[src/rtl/mem_access_ctrl.sv]
// MEM-stage controller: maps ALU byte addresses onto a word-addressed
// external memory with a fixed wait-state count, and freezes the pipeline
// (ready=0) while an access is in flight.
//
// Optional feature macro: MEM_RDBUF_EN
//   defined   -> one-entry read buffer {valid, tag, data}. Loads that hit
//                the buffer complete in the request cycle without a stall.
//   undefined -> every access takes the full WAIT_STATES+1 stall.
module mem_access_ctrl #(
    parameter int DATA_W      = 32,
    parameter int ADDR_W      = 16,
    parameter int BASE_ADDR   = 1024,
    parameter int WAIT_STATES = 4
) (
    input  logic              clk,
    input  logic              rst,
    input  logic              mem_r_en,
    input  logic              mem_w_en,
    input  logic [DATA_W-1:0] alu_res,
    input  logic [DATA_W-1:0] st_val,
    output logic              ready,
    output logic [DATA_W-1:0] mem_out,
    output logic [ADDR_W-1:0] ext_addr,
    output logic              ext_we,
    output logic              ext_oe,
    output logic [DATA_W-1:0] ext_wdata,
    input  logic [DATA_W-1:0] ext_rdata
);

    localparam int CNT_W = (WAIT_STATES > 1) ? $clog2(WAIT_STATES) : 1;
    localparam logic [CNT_W-1:0] CNT_LOAD = CNT_W'(WAIT_STATES - 1);

    typedef enum logic [1:0] {
        IDLE   = 2'd0,
        ACCESS = 2'd1,
        DONE   = 2'd2
    } state_t;

    state_t            state;
    state_t            next_state;
    logic [CNT_W-1:0]  cnt;
    logic [ADDR_W-1:0] addr_q;
    logic [DATA_W-1:0] wdata_q;
    logic              wr_q;
    logic [DATA_W-1:0] mem_q;

    logic [ADDR_W-1:0] word;
    logic              req;
    logic              hit;
    logic              start;
    logic              last_cycle;

    // Byte address -> external word address; wraps modulo 2^ADDR_W.
    assign word = ADDR_W'((alu_res - DATA_W'(BASE_ADDR)) >> 2);

    // A request is never accepted while reset is held, so ready reads 1
    // during reset even if EXE_Reg still presents an access.
    assign req = (mem_r_en | mem_w_en) & ~rst;

`ifdef MEM_RDBUF_EN
    logic              buf_valid;
    logic [ADDR_W-1:0] buf_tag;
    logic [DATA_W-1:0] buf_data;

    // Pure load (a simultaneous store wins) to the buffered word.
    assign hit = req & mem_r_en & ~mem_w_en & buf_valid & (buf_tag == word);
`else
    assign hit = 1'b0;
`endif

    // An external access starts only from IDLE and only on a buffer miss.
    assign start      = (state == IDLE) & req & ~hit;
    assign last_cycle = (state == ACCESS) & (cnt == '0);

    // State register
    always_ff @(posedge clk or posedge rst) begin
        if (rst) state <= IDLE;
        else     state <= next_state;
    end

    // Next-state logic
    always_comb begin
        next_state = state;
        case (state)
            IDLE:    if (start) next_state = ACCESS;
            ACCESS:  if (cnt == '0) next_state = DONE;
            // The request still present in DONE belongs to the instruction
            // that just completed; it is ignored.
            DONE:    next_state = IDLE;
            default: next_state = IDLE;
        endcase
    end

    // Output decode: freeze, strobes and load-result mux
    always_comb begin
        ready  = 1'b1;
        ext_we = 1'b0;
        ext_oe = 1'b0;
        case (state)
            IDLE:    ready = ~start;
            ACCESS: begin
                ready  = 1'b0;
                ext_we = wr_q;
                ext_oe = ~wr_q;
            end
            DONE:    ready = 1'b1;
            default: ready = 1'b1;
        endcase
`ifdef MEM_RDBUF_EN
        mem_out = hit ? buf_data : mem_q;
`else
        mem_out = mem_q;
`endif
    end

    assign ext_addr  = addr_q;
    assign ext_wdata = wdata_q;

    // Request latches and wait-state counter
    always_ff @(posedge clk or posedge rst) begin
        if (rst) begin
            addr_q  <= '0;
            wdata_q <= '0;
            wr_q    <= 1'b0;
            cnt     <= '0;
        end else if (start) begin
            addr_q  <= word;
            wdata_q <= st_val;
            wr_q    <= mem_w_en;
            cnt     <= CNT_LOAD;
        end else if (state == ACCESS && cnt != '0) begin
            cnt     <= cnt - CNT_W'(1);
        end
    end

    // Load result register; holds across stores and idle cycles
    always_ff @(posedge clk or posedge rst) begin
        if (rst)                      mem_q <= '0;
        else if (last_cycle && !wr_q) mem_q <= ext_rdata;
`ifdef MEM_RDBUF_EN
        else if (hit)                 mem_q <= buf_data;
`endif
    end

`ifdef MEM_RDBUF_EN
    // Read buffer: filled by a completed miss load, written through by a
    // completed store to the tagged word. Updates happen only at access
    // completion so an aborted access leaves the buffer untouched.
    always_ff @(posedge clk or posedge rst) begin
        if (rst) begin
            buf_valid <= 1'b0;
            buf_tag   <= '0;
            buf_data  <= '0;
        end else if (last_cycle) begin
            if (!wr_q) begin
                buf_valid <= 1'b1;
                buf_tag   <= addr_q;
                buf_data  <= ext_rdata;
            end else if (buf_valid && buf_tag == addr_q) begin
                buf_data  <= wdata_q;
            end
        end
    end
`endif

endmodule

[config.mk]
export PLATFORM = sky130hd
export DESIGN_NAME = mem_access_ctrl
export DESIGN_NICKNAME = d
export VERILOG_FILES = /design/src/rtl/mem_access_ctrl.sv
export SDC_FILE = /design/constraint.sdc
export NUM_CORES = 1
export LEC_CHECK = 0
export ABC_CLOCK_PERIOD_IN_PS = 2600
export CELL_PAD_IN_SITES_DETAIL_PLACEMENT = 1
export CELL_PAD_IN_SITES_GLOBAL_PLACEMENT = 2
export CORE_MARGIN = 1
export CORE_UTILIZATION = 22
export DETAILED_ROUTE_END_ITERATION = 12
export HOLD_SLACK_MARGIN = 0.02
export PLACE_DENSITY = 0.83
export SYNTH_ARGS = -nofsm -noshare
export SYNTH_HDL_FRONTEND = slang
export SYNTH_SLANG_ARGS = --single-unit
export TNS_END_PERCENT = 10
[constraint.sdc]
create_clock -name clk -period 2.6 [get_ports clk]
set_input_delay 0.26 -clock clk [delete_from_list [all_inputs] [get_ports clk]]
set_output_delay 0.26 -clock clk [all_outputs]
set_load 0.05 [all_outputs]
After elaboration in Yosys (flattened, before gate mapping)
Index checks and enable logic that the tools add are counted.
{"block": "totals", "input_bits": 100, "ff_bits": 85}
{"block": "op_classes", "bitwise": 7, "n_eq_ne": 3, "n_addsub": 2, "reduce_logical": 8, "muxes": 8}
{"operator": "18-bit by 11-bit subtractor with 18-bit output (second input constant)", "n": 1}
{"operator": "2-bit two-way mux", "n": 4}
{"operator": "2-bit logical NOT", "n": 2}
{"operator": "2-bit inequality test (second input constant)", "n": 2}
{"operator": "2-bit one-hot mux with 2 select lines", "n": 1}
{"operator": "2-bit nonzero test", "n": 2}
{"operator": "1-bit AND", "n": 3}
{"operator": "1-bit NOT", "n": 3}
{"operator": "2-bit by 1-bit equality test with 1-bit output (second input constant)", "n": 1}
{"operator": "1-bit logical AND", "n": 2}
{"operator": "1-bit two-way mux", "n": 2}
{"operator": "1-bit one-hot mux with 2 select lines", "n": 1}
{"operator": "2-bit AND reduction", "n": 1}
{"operator": "2-bit by 1-bit subtractor with 2-bit output (second input constant)", "n": 1}
{"operator": "1-bit logical NOT", "n": 1}
{"operator": "1-bit OR", "n": 1}

Longest topological paths before layout
{"block": "logic_depth", "word_depth": 5, "ltp_mapped": 7, "ltp_nobuf": 5}

Worst setup path before layout
No wires, ideal clock.
{"block": "synth_path", "path_type": "reg-to-output", "from": "register state[1]", "to": "output ext_oe", "path_slack_ns": 0.771, "t_required_ns": 2.340, "path_stages_with_launch": 2, "arrival_time_ns": 1.569, "path_buffers": 0, "cell_sequence": "dfrtp_1 -> nor3b_1"}
{"block": "synth_between", "elab_chain_len": 2}
{"element": "start, declared", "line_no": "39", "text": "state_t state;"}
{"element": "start signal, assigned", "line_no": "78", "text": "else state <= next_state;"}
{"element": "2-bit by 1-bit equality test with 1-bit output", "line_no": "99", "text": "case (state)"}
{"element": "1-bit two-way mux", "line_no": "99"}
{"element": "end, declared", "line_no": "25", "text": "output logic ext_oe,"}
Every way passes these cells.

Worst setup path after layout
Ends and elaborated chain as after synthesis.

==> results.yml <==
yosys:
  synth.ff_latch_count: 85
  avgSynthCellArea_um2: 15.2
  synth_nets: 322
  ys_types: 30
  synthesis.area_mm2: 0.00335
  syn_inst: 220
  yosysSeqAreaShare: 0.636
  ys_warn_count: 0
worst_hold_path:
  hold_path_class: "in -> async"
routing:
  drt-initial-drc-count: 55
  routed_via_density: 4.18
  via_count: 2429
  wirelength_um: 9060
  wl_per_cell_um: 15.6
  drcViolationCount: 9
  postRouteAntennaNets: 0
  dr.pass1.iters: 8
sta:
  tightest_slew_ns: 0.548
  max_freq_mhz: 471
  finalMaxSlewViolations: 0
  finalCriticalPeriod_ns: 2.12
  finalSetupViolations: 0
  tns_ns: 0
  layout_setup_ws_ns: 0.476
  clock-skew-final_ns: 0.00290
  rsz0062_at_grt: "no"
  hold_viol: 0
  slew_headroom: 0.634
  period_share: 0.817
  whs_ns: 0.290
power_and_ir_drop:
  p_leak_nw: 2.23
  power_density_mw_per_mm2: 1540
  ir_worst_vdd_mv: 0.541
global_route:
  antenna_found_initial: 0
  grt_max_degree: 40
  grt_pass1_vias: 2757
  grt_pass1_wl_um: 15000
  grt.total_usage: 0.125
  gr-total-overflow: 0
cts:
  cts-root-buf: "clkbuf_16"
  post_cts.repair.setup_buffers: 0
  clkTransAtPathRegs_ns: 0.06
  insertion_delay_ns: 0.33
  cts_buffers: 9
  cts_hold_buf: 0
  cts.sinks: 85
  htreeDepth: 3
  cts-resized-gates: 0
  cts_buffer_depth: 2
  cts_tree: "done"
place:
  placed_cell_area_mm2: 0.00526
  place_ws_ns: 0.442
  place.gp.congestion: 0.757
  dp_hpwl_um: 6910
  portBuffers: 166
floorplan:
  ios: 183
  initial_core_util: 0.228
  die_x_um: 125
  coreArea_mm2: 0.0147
  die_y_um: 125
  rows: 44
  die-area_mm2: 0.0157
finish:
  nets: 495
  filler_cell_count: 1588
  fin_util: 0.376
  area_growth_pct: 65.1
  final_area_mm2: 0.00552
  insertedDiodeCount: 0
  drive_above_1_share: 0.254
setup_path:
  slowest_stage: "clkdlybuf4s50_1"
  worst_ep_required_time_ns: 2.34
  crit_path_end_kind: "output pin"
  cp.arrival_ns: 1.86
  cp-start-kind: "register"
  cp_max_fo: 6
  path_cells: "nor3b_1 -> clkdlybuf4s50_1"
  r2r_slack_ns: 0.77
  ff2ff_path_depth: 6
  criticalPathCategory: "reg -> out"
  max_stage_delay_ns: 0.87
  r2r_start: "cnt[0]"
  r2r_end: "mem_out[29]"
outcome:
  violations: "design-rule violations"
  status: "finished with violations"
job:
  maxCapViolations: 0
[synthesized netlist by cell type]
| master | n | share of area |
|---|---|---|
| mux2_1 | 1 | 0.0034 |
| nor3b_1 | 2 | 0.0045 |
| or3_2 | 2 | 0.0045 |
| o21ba_2 | 1 | 0.0030 |
| buf_2 | 5 | 0.0075 |
| or2_2 | 1 | 0.0019 |
| a31oi_1 | 3 | 0.0056 |
| or4_4 | 1 | 0.0034 |
| o21ai_0 | 2 | 0.0030 |
| and2_1 | 1 | 0.0019 |
| nor2b_1 | 1 | 0.0019 |
| or3_1 | 1 | 0.0019 |
| o21bai_1 | 1 | 0.0022 |
| mux2_2 | 73 | 0.25 |
| mux2i_1 | 1 | 0.0030 |
| nor2_1 | 1 | 0.0011 |
| and3b_1 | 2 | 0.0052 |
| nor3_1 | 1 | 0.0015 |
| dfrtp_1 | 85 | 0.64 |
| inv_1 | 7 | 0.0079 |
| ha_1 | 2 | 0.0075 |
| o211ai_1 | 1 | 0.0022 |
| o31ai_1 | 1 | 0.0022 |
| or4_1 | 1 | 0.0022 |
| clkbuf_1 | 1 | 0.0011 |
| a21oi_1 | 9 | 0.013 |
| xnor2_1 | 4 | 0.010 |
| or3b_2 | 1 | 0.0026 |
| nand2_1 | 4 | 0.0045 |
| buf_4 | 4 | 0.0090 |
[report_power, final]
group	switching [mW]	internal [mW]
clock	0.480	0.665
combinational	3.14	1.87
sequential	0.346	2.00
total	3.97	4.54
[metal layers]
metal  global-route usage  wire (µm)  vias up
met1                0.135       3440     1235
met4               0.0581        161        0
li1                     -          -     1114
met2                0.227       5010       71
met3               0.0334        443        9
met5                    0          0        -
[state kept, by name (all words and copies together), names as in the netlist]
| signal | flops |
|---|---|
| ext_wdata | 32 |
| mem_out | 32 |
| ext_addr | 16 |
| cnt | 2 |
| state | 2 |
| wr_q | 1 |
[cells by family after synthesis]
logic type / share of synthesized area
DFF: 0.636
muxes: 0.252
and+or+nand+nor: 0.0370
AOI/OAI and AO/OA: 0.0318
buffers and inverters: 0.0254
xor gates and xnor gates: 0.0105
adders and majority gates: 0.00748
[worst max-delay path by stage]
stage,end,start,cells after the start
after floorplan,cnt[0],rst,1
after global placement,ext_wdata[20],rst,5
after detailed placement,ext_addr[7],rst,5
after CTS,ext_oe,state[1],2
after global routing,ext_oe,state[1],2
final,ext_oe,state[1],2
[critical path, delay by kind of cell (launching register included)]
family                 cells  cell delay (ns)
buffers and inverters      1             0.87
AND/OR/NAND/NOR            1             0.24
flip-flops                 1             0.42
[cell usage in the layout (no fill, tap or decap), drive strengths merged, types with 2 or more instances in the layout]
cell / n
xnor2: 4
or3: 3
nor3b: 2
buf: 7
clkinv: 3
mux2: 74
nand2: 4
o21ai: 2
clkbuf: 13
a31oi: 3
and3b: 2
dfrtp: 85
ha: 2
clkdlybuf4s50: 165
a21oi: 9
inv: 6
or4: 2
[area by class of cell]
| cell class | instances | area [µm²] | share of cell area |
|---|---|---|---|
| flip-flops and latches | 85 | 2130 | 0.385 |
| repair buffers | 172 | 1740 | 0.315 |
| multi-input cells | 118 | 1140 | 0.206 |
| clock buffers | 13 | 250 | 0.0453 |
| well taps | 184 | 230 | 0.0417 |
| inverters | 7 | 27.5 | 0.00498 |
| clock inverters | 2 | 10.0 | 0.00181 |
[per-stage QoR]
stage / std cells / power [mW]
detailed placement: 566 / 7.45
global route: 581 / 8.94
floorplan: 220 / 5.64
finish: 581 / 8.51
global placement: 566 / 7.34
CTS: 581 / 8.65
No activity file was read; power rests on OpenSTA's default activity.
